--- config.mk ---
export PLATFORM = sky130hd
export DESIGN_NAME = instruction_fetch
export DESIGN_NICKNAME = d
export VERILOG_FILES = /design/src/rtl/instruction_fetch.sv
export SDC_FILE = /design/constraint.sdc
export NUM_CORES = 1
export LEC_CHECK = 0
export CAP_MARGIN = 40
export CORE_MARGIN = 1
export CORE_UTILIZATION = 44
export CTS_BUF_LIST = sky130_fd_sc_hd__clkbuf_16
export CTS_CLUSTER_DIAMETER = 40
export DETAILED_ROUTE_END_ITERATION = 8
export PLACE_DENSITY = 0.9
export SLEW_MARGIN = 10
export SYNTH_ARGS = -nofsm -noshare
export SYNTH_HDL_FRONTEND = slang
export SYNTH_SLANG_ARGS = --single-unit
--- constraint.sdc ---
create_clock -name ClockInput -period 2.5 [get_ports ClockInput]
set_input_delay 0.5 -clock ClockInput [delete_from_list [all_inputs] [get_ports ClockInput]]
set_output_delay 0.5 -clock ClockInput [all_outputs]
set_load 0.02 [all_outputs]
--- src/rtl/instruction_fetch.sv ---
// Instruction fetch stage.
// Walks a 5-state FSM: REQUEST reads program memory at PC. WAIT captures the word
// that memory returns one cycle later and advances PC. ISSUE presents the word to the
// decoder until the decoder accepts it.
// Decoder handshake: InstructionValidOutput=1 means the opcode/mode/operand registers
// hold an instruction. The decoder takes it in any ISSUE cycle where StallInput=0.
// While StallInput=1 the registers and valid are held unchanged.
// Strobes are decoded from the state register, so an asynchronous reset clears them at once.
module instruction_fetch #(
  parameter logic [7:0] RESET_VECTOR = 8'h00,
  parameter logic [4:0] HALT_OPCODE  = 5'b11111
) (
  input  logic        ClockInput,
  input  logic        ResetInput,
  input  logic        StartInput,
  input  logic        StallInput,
  input  logic        JumpFlagInput,
  input  logic [7:0]  JumpAddressInput,
  output logic [7:0]  ProgramAddressOutput,
  output logic        ProgramReadOutput,
  input  logic [21:0] ProgramDataInput,
  output logic [4:0]  OpecodeOutput,
  output logic        AddressingModeOutput,
  output logic [15:0] OperandOutput,
  output logic        InstructionValidOutput,
  output logic        HaltedOutput,
  output logic [2:0]  DebugStateOutput
);

  typedef enum logic [2:0] {
    IDLE    = 3'd0,
    REQUEST = 3'd1,
    WAIT    = 3'd2,
    ISSUE   = 3'd3,
    HALT    = 3'd4
  } state_t;

  state_t      state;
  state_t      stateNext;
  logic [7:0]  pc;
  logic [7:0]  pcNext;
  logic        latchWord;

  // Next-state, PC update and per-state strobes.
  always_comb begin
    stateNext              = state;
    pcNext                 = pc;
    latchWord              = 1'b0;
    ProgramReadOutput      = 1'b0;
    InstructionValidOutput = 1'b0;
    HaltedOutput           = 1'b0;
    case (state)
      IDLE: begin
        if (StartInput) stateNext = REQUEST;
      end
      REQUEST: begin
        ProgramReadOutput = 1'b1;
        stateNext         = WAIT;
      end
      WAIT: begin
        latchWord = 1'b1;
        pcNext    = pc + 8'd1;
        stateNext = ISSUE;
      end
      ISSUE: begin
        InstructionValidOutput = 1'b1;
        if (!StallInput) begin
          if (OpecodeOutput == HALT_OPCODE) begin
            stateNext = HALT;
          end else begin
            // A redirect replaces the PC that was already incremented in WAIT.
            if (JumpFlagInput) pcNext = JumpAddressInput;
            stateNext = REQUEST;
          end
        end
      end
      HALT: begin
        HaltedOutput = 1'b1;
      end
      default: begin
        stateNext = IDLE;
      end
    endcase
  end

  // State, PC and decoder output registers; reset discards any in-flight word.
  always_ff @(posedge ClockInput or posedge ResetInput) begin
    if (ResetInput) begin
      state                <= IDLE;
      pc                   <= RESET_VECTOR;
      OpecodeOutput        <= 5'd0;
      AddressingModeOutput <= 1'b0;
      OperandOutput        <= 16'd0;
    end else begin
      state <= stateNext;
      pc    <= pcNext;
      if (latchWord) begin
        OpecodeOutput        <= ProgramDataInput[21:17];
        AddressingModeOutput <= ProgramDataInput[16];
        OperandOutput        <= ProgramDataInput[15:0];
      end
    end
  end

  // The address bus always shows PC.
  always_comb begin
    ProgramAddressOutput = pc;
    DebugStateOutput     = state;
  end

endmodule

==> results of run 1 <==
layer usage:
| layer | global-route usage, % | share of wire [%] | vias up |
|---|---|---|---|
| li1 | - | - | 602 |
| met1 | 29.2 | 38 | 644 |
| met2 | 43.0 | 52 | 70 |
| met3 | 11.6 | 8.7 | 6 |
| met4 | 8.89 | 1.3 | 0 |
| met5 | 0 | 0 | - |
Yosys cell counts (all sizes together), types with 2 or more instances:
library cell  instances
and4                  2
a21oi                 6
a22oi                 3
dfrtp                33
o21ai                 6
nand2b                2
buf                   4
nand2                 5
nand3                 2
inv                   3
a31oi                 2
nand4                 2
mux2                 24
nor3b                 2
nor2                  3
o22ai                 4
and3                  3
sequential cells by signal (all words and copies together), names as in the netlist:
register,cells
OperandOutput,16
ProgramAddressOutput,8
OpecodeOutput,5
DebugStateOutput,3
AddressingModeOutput,1
area by class of cell:
cell class              instances  area, µm²
fillers                       229        912
flip-flops and latches         33        826
repair buffers                 72        716
multi-input cells              80        674
clock buffers                   5        125
well taps                      46       57.6
clock inverters                 3       41.3
inverters                       3       11.3
where the power goes:
group	switching [mW]	total, mW	leakage [nW]	internal (mW)
clock	0.239	0.705	0.0775	0.466
sequential	0.283	1.09	0.385	0.805
combinational	0.847	1.79	0.537	0.941
total	1.37	3.58	1.00	2.21
cell usage in the layout, fill, tap and decap left out, types with 2 or more instances in the layout:
master	n
a21oi_1	6
clkdlybuf4s50_1	70
a22oi_1	2
nand2_1	5
mux2_2	23
nor2_1	3
and3_1	3
o21ai_0	5
nand4_1	2
a31oi_1	2
inv_1	2
dfrtp_1	33
clkbuf_16	5
buf_4	2
o22ai_1	4
nand3_1	2
stage by stage:
step	util (%)	area, µm²	power [mW]
floorplan	-	1560	2.09
global placement	67.9	2280	2.75
detailed placement	67.9	2280	2.84
CTS	72.9	2450	3.58
global route	72.9	2450	3.74
finish	72.9	2450	3.58
logic make-up (layout without fill, tap and decap cells):
logic type | Yosys count | count (layout)
compound gates | 28 | 28
fa+ha+maj | 1 | 1
buf+inv | 8 | 83
flops | 33 | 33
mux | 24 | 24
simple gates | 27 | 27
how the worst max path moves through the flow:
stage / startpoint / to / cells past startpoint
after floorplan: DebugStateOutput[0] / ProgramReadOutput / 2
after global placement: DebugStateOutput[0] / InstructionValidOutput / 3
after detailed placement: StallInput / ProgramAddressOutput[3] / 5
after CTS: DebugStateOutput[0] / InstructionValidOutput / 3
after global routing: DebugStateOutput[0] / HaltedOutput / 4
final: DebugStateOutput[0] / InstructionValidOutput / 3
==> results.toml, run 1 <==
[synthesis]
synthesis.nets = 157
yosysWarnings = 0
async_flop_share_pct = 100
synth_edf_count = 0
avgSynthCellArea_um2 = 12.9
synthSimpleGateAreaFrac_pct = 11.8
yosysTopAreaCell = "dfrtp_1"
yosysSeqAreaShare_pct = 52.8
synthXorXnorAreaFrac_pct = 0
synth_top_family_by_area = "multiplexers"
ys_top_cells_by_area = "dfrtp_1 (53%), mux2_2 (17%), buf_6 (2.2%)"
synthFlopType = "dfrtp_1"
synth_cells = 121
synth_top_area_share_pct = 52.8
muxShareOfSynthArea_pct = 17.5
synth-seq-cells = 33
synth_compound_area_share_pct = 12.7
netlist_area_mm2 = 0.00156
synth_fa_ha_area_share_pct = 0.801
synthDistinctLibCells = 40

[status]
status = "finished, final reports clean"

[hold_path]
hold_path_class = "flip-flop to flip-flop"
hp-start = "OperandOutput[7]"
hold_end = "OperandOutput[7]"
whs_path_depth = 1

[drt]
first_pass_iters = 4
routedWlPerCell_um = 18.1
routed-via-count = 1322
routed_via_density = 5.46
first_iter_violations = 55
drcViolationCount = 0
route.antenna.remaining_nets = 0
totalWireLength_um = 4370

[clocking]
cts_tree = "built"
hold_buffers = 0
htreeDepth = 2
post-cts-setup-buffers = 0
cts.sinks = 33
clock-root-buffer = "clkbuf_16"
cts_buffers = 5
clk_latency_ps = 280
clockBufferDepth = 2
cts_resized = 0
cts.clk_slew.worst_paths_ps = 60

[setup_path]
setup.worst_path.end_class = "output pin"
r2r_cells = 4
cp-start-kind = "flip-flop"
path_cells = "nand3b_4, inv_2, clkdlybuf4s50_1"
critPathTopFamily = "buffers and inverters"
timing.rr.end = "ProgramAddressOutput[6]"
arrival_ps = 1870
critPathMaxStageDelay_ps = 670
path_buf_inv = 2
r2r-start = "DebugStateOutput[1]"
cp_max_fo = 13
slowest_stage = "dfrtp_1"
crit_required_ps = 2000
regToRegSetupSlack_ps = 780
path_class = "flip-flop to output pin"

[global_route]
grt_pass1_vias = 1370
antenna_found_initial = 0
grt_remaining_overflow = 0
grt_usage_pct = 25.7
grt_max_degree = 29
grt_pass1_wl_um = 6710

[floorplan]
die_w_um = 61.6
die_area_mm2 = 0.00379
io_pins = 71
num_rows = 21
start_util_pct = 46.5
die_h_um = 61.6
core_mm2 = 0.00336

[timing]
relSlewSlack_pct = 64.9
finalCriticalPeriod_ps = 2370
fin_hold_ws_ps = 509
skew_ps = 3.12
rsz0062_at_grt = "no"
timing.final.crit_share_pct = 94.9
maxSlewViolCount = 0
hold_viol = 0
setup_viol = 0
tightest_slew_ps = 527
setup_slack_ps = 128
finalSetupTns_ps = 0
max_clock_freq_mhz = 422

[power]
p_leak_nw = 1.00
power_density_mw_per_mm2 = 1460
peakVddDrop_v = 0.000812

[placement]
globalplace.congestion = 0.867
dpl_worst_slack_ps = 435
dp_hpwl_um = 2950
dp_cells = 234
port_buffers = 70

[layout]
fin_nets = 231
synthToLayoutAreaGrowth_pct = 56.8
antennaDiodeCount = 0
final_layout_size_suffix_gt1_share_pct = 21.4
stdcell_count = 242

[run]
cap_violations = 0
(Power assumes the default switching activity.)
==> run 2: changes to the inputs <==
Settings changed: CORE_ASPECT_RATIO set to 1.1.
==> run 2 against run 1 <==
Effect of this change:
- cell count rose by 0.83%
- largest power group unchanged
- global-route usage decreased by 3.1 points
- hold slack got worse by 8.3 ps
- critical endpoint unchanged
- sequential cell count stayed put
- sequential share of layout area up 0.35 points
- clock power decreased by 17%
- clock skew grew 1.2 ps
- total power down 4.8%
- combinational power about the same
- sequential power about the same
- clock-buffer cell count is the same
- first-iteration DRC count shrank 18%
==> results.toml, run 2 (synthesis gave the netlist of run 1 again) <==
[clocking]
cts_tree = "built"
clockBufferDepth = 2
hold_buffers = 0
clock-root-buffer = "clkbuf_16"
cts.clk_slew.worst_paths_ps = 50
cts_resized = 0
clk_latency_ps = 280
post-cts-setup-buffers = 0
cts.sinks = 33
cts_buffers = 5
htreeDepth = 2

[timing]
hold_viol = 0
max_clock_freq_mhz = 425
finalCriticalPeriod_ps = 2350
setup_slack_ps = 148
maxSlewViolCount = 0
skew_ps = 4.28
rsz0062_at_grt = "no"
tightest_slew_ps = 513
finalSetupTns_ps = 0
timing.final.crit_share_pct = 94.1
setup_viol = 0
relSlewSlack_pct = 65.8

[hold_path]
hold_path_class = "flip-flop to flip-flop"
whs_path_depth = 1

[layout]
final_common_cell = "clkdlybuf4s50_1"
synthToLayoutAreaGrowth_pct = 55.2
antennaDiodeCount = 0
final_layout_size_suffix_gt1_share_pct = 21.4
largest_reg_flops = 16
largest-register = "OperandOutput"
most-common-layout-cells = "clkdlybuf4s50_1 (70), dfrtp_1 (33), mux2_2 (23), a21oi_1 (6)"
fin_area_mm2 = 0.00243
utilization_pct = 72.2
stdcell_count = 244
fin_nets = 231
fillers = 244

[placement]
globalplace.congestion = 0.826
port_buffers = 70
dpl_worst_slack_ps = 447
dp_cells = 236
dp_hpwl_um = 2680
dpl_cell_area_mm2 = 0.00229

[floorplan]
die_area_mm2 = 0.00379
core_mm2 = 0.00336
die_w_um = 58.8
io_pins = 71
start_util_pct = 46.5
num_rows = 22
die_h_um = 64.5

[drt]
totalWireLength_um = 3860
routed-via-count = 1286
first_iter_violations = 45
first_pass_iters = 4
routed_via_density = 5.27
drcViolationCount = 0
routedWlPerCell_um = 15.8
route.antenna.remaining_nets = 0

[setup_path]
setup.worst_path.end_class = "output pin"
r2r-start = "DebugStateOutput[1]"
regToRegSetupSlack_ps = 790
cp-start-kind = "flip-flop"
path_class = "flip-flop to output pin"
cp_max_fo = 13
arrival_ps = 1850
r2r_cells = 4
startpoint = "DebugStateOutput[0]"
cp-endpoint = "InstructionValidOutput"
timing.rr.end = "ProgramAddressOutput[7]"
crit_required_ps = 2000

[global_route]
grt_remaining_overflow = 0
grt_max_degree = 34
antenna_found_initial = 0
grt_pass1_vias = 1298
grt_usage_pct = 22.6
grt_pass1_wl_um = 6060

[power]
power_density_mw_per_mm2 = 1400
peakVddDrop_v = 0.000855
p_leak_nw = 0.997

[status]
status = "finished, final reports clean"

[run]
cap_violations = 0
[run 2: changes by cell type in the layout (fill, tap and decap cells not counted), sizes merged]
cell and delta:
clkinvlp -1, inv +1, clkinv +1, bufinv -1
[run 2: stage by stage]
step                      total power [mW]  hold slack (ps)
after floorplan                       2.09              598
final                                 3.41              501
after detailed placement              2.82              497
after global placement                2.75              490
after global routing                  3.59              508
after CTS                             3.42              506
[run 2: layout make-up]
type / count / area [µm²] / share of cell area (%)
Tap cell: 48 / 60.1 / 2.48
Inverter: 3 / 11.3 / 0.464
Clock inverter: 3 / 13.8 / 0.567
Multi-Input combinational cell: 80 / 674 / 27.8
Sequential cell: 33 / 826 / 34.0
Clock buffer: 5 / 125 / 5.16
Timing Repair Buffer: 72 / 716 / 29.5
[run 2: worst min-delay path by stage]
stage	startpoint	end
after global routing	OperandOutput[7]	OperandOutput[7]
after CTS	OperandOutput[15]	OperandOutput[15]
after floorplan	StallInput	DebugStateOutput[2]
after global placement	OperandOutput[5]	OperandOutput[5]
final	OperandOutput[12]	OperandOutput[12]
after detailed placement	OperandOutput[5]	OperandOutput[5]
[run 2: where the power goes]
part / total [mW] / switching [mW] / internal [mW]
combinational: 1.76 / 0.819 / 0.938
sequential: 1.07 / 0.261 / 0.804
clock: 0.586 / 0.225 / 0.361
[run 2: worst max-delay path: stages, from the launching register on]
cell	delay, ps
dfrtp_1	660
nand3b_4	200
inv_2	110
clkdlybuf4s50_1	600
[run 2: per-layer routing]
layer | routed length, µm | track usage [%] | vias up
li1 | - | - | 597
met1 | 1630 | 27.4 | 610
met2 | 1740 | 33.1 | 66
met3 | 349 | 7.78 | 13
met4 | 133 | 16.1 | 0
met5 | 0 | 0 | -
==> run 3: changes to the inputs <==
Settings changed: RECOVER_POWER set to 100.
==> run 3 against run 2 <==
Effect of this change:
- non-clock buffer count stayed put
- total power is 4.4% lower
- worst setup slack better by 20 ps
- via count is 2.1% higher
==> results.toml, run 3 (synthesis gave the netlist of run 1 again) <==
[timing]
maxSlewViolCount = 0
setup_viol = 0
skew_ps = 2.42
tightest_slew_ps = 808
hold_viol = 0
relSlewSlack_pct = 46.2
timing.final.crit_share_pct = 93.3
max_clock_freq_mhz = 429
finalSetupTns_ps = 0
finalCriticalPeriod_ps = 2330
rsz0062_at_grt = "no"

[run]
cap_violations = 0

[power]
power_density_mw_per_mm2 = 1360
p_clk_share_pct = 18.0
swShare_pct = 39.3
p_int_mw = 1.98
combPwrFrac_pct = 50.0
peakVddDrop_v = 0.000830
p_leak_nw = 1.01
p_switching_mw = 1.28
pwr-share-seq_pct = 32.0

[floorplan]
die_w_um = 58.8
core_mm2 = 0.00336
io_pins = 71
start_util_pct = 46.5
die_area_mm2 = 0.00379
num_rows = 22
die_h_um = 64.5

[clocking]
hold_buffers = 0
cts_resized = 0
clock-root-buffer = "clkbuf_16"
post-cts-setup-buffers = 0
cts_buffers = 5
htreeDepth = 2
cts.clk_slew.worst_paths_ps = 50
clk_latency_ps = 280
cts.sinks = 33
cts_tree = "built"
clockBufferDepth = 2

[setup_path]
arrival_ps = 1830
cp-start-kind = "flip-flop"
r2r_cells = 4
cp_max_fo = 13
regToRegSetupSlack_ps = 520
path_class = "flip-flop to output pin"
r2r-start = "DebugStateOutput[1]"
setup.worst_path.end_class = "output pin"
timing.rr.end = "ProgramAddressOutput[7]"
crit_required_ps = 2000

[global_route]
grt_pass1_vias = 1298
grt_remaining_overflow = 0
antenna_found_initial = 0
grt_max_degree = 34
grt_usage_pct = 22.6
grt_pass1_wl_um = 6060

[drt]
route.antenna.remaining_nets = 0
drcViolationCount = 0
first_iter_violations = 67
routedWlPerCell_um = 15.8
routed_via_density = 5.38
totalWireLength_um = 3860
first_pass_iters = 4
routed-via-count = 1313

[hold_path]
hp-start = "OperandOutput[7]"
hold_path_class = "flip-flop to flip-flop"
hold_end = "OperandOutput[7]"
whs_path_depth = 1

[layout]
largest-register = "OperandOutput"
fin_nets = 231
synthToLayoutAreaGrowth_pct = 53.5
most-common-layout-cells = "dlygate4sd3_1 (38), dfrtp_1 (33), clkdlybuf4s50_1 (32), mux2_2 (22)"
final_common_cell = "dlygate4sd3_1"
fin_area_mm2 = 0.00240
fillers = 248
largest_reg_flops = 16
final_layout_size_suffix_gt1_share_pct = 19.9
antennaDiodeCount = 0

[status]
status = "finished, final reports clean"

[placement]
port_buffers = 70
dp_hpwl_um = 2680
dpl_cell_area_mm2 = 0.00229
globalplace.congestion = 0.826
-- run 3: metrics by stage --
stage          setup slack (ps)  utilization (%)  hold slack [ps]  power (mW)  instances
2_1_floorplan               569                -              598        2.09        121
3_3_place_gp                488             68.1              490        2.75        236
3_5_place_dp                447             68.1              497        2.82        236
4_1_cts                     153             72.2              506        3.42        244
5_1_grt                    73.8             71.4              503        3.44        244
6_report                    169             71.4              495        3.26        244
-- run 3: critical path, cell delays in order (launching register included) --
cell	delay (ps)
dfrtp_1	510
nor2_1	210
nand2_1	100
inv_1	60
dlygate4sd3_1	660
-- run 3: power groups by stage --
stage               combinational, mW  clock [mW]  sequential (mW)
floorplan                       0.766           0             1.32
global placement                 1.70           0             1.05
detailed placement               1.75           0             1.07
CTS                              1.77       0.591             1.06
global route                     1.74       0.615             1.09
finish                           1.63       0.586             1.04
-- run 3: area by class of cell --
type / count / area (µm²) / share of cell area (%)
clock buffer: 5 / 125 / 5.22
clock inverter: 3 / 13.8 / 0.574
inverter: 3 / 11.3 / 0.469
multi-input combinational: 80 / 652 / 27.2
sequential: 33 / 826 / 34.4
tap: 48 / 60.1 / 2.50
timing repair buffer: 72 / 711 / 29.6
-- run 3: metal layers --
layer | up-vias | GRT usage [%] | wire length [µm]
met2 | 63 | 33.1 | 1780
li1 | 601 | - | -
met5 | - | 0 | 0
met3 | 13 | 7.78 | 350
met1 | 636 | 27.4 | 1600
met4 | 0 | 16.1 | 133
-- run 3: worst max-delay path by stage --
stage                                    from  slack, ps                 endpoint  cells after the start
after floorplan           DebugStateOutput[0]        570        ProgramReadOutput                      2
after global placement    DebugStateOutput[0]        490   InstructionValidOutput                      3
after detailed placement           StallInput        450  ProgramAddressOutput[3]                      5
after CTS                 DebugStateOutput[0]        150   InstructionValidOutput                      3
after global routing      DebugStateOutput[0]         70             HaltedOutput                      4
final                     DebugStateOutput[0]        170             HaltedOutput                      4
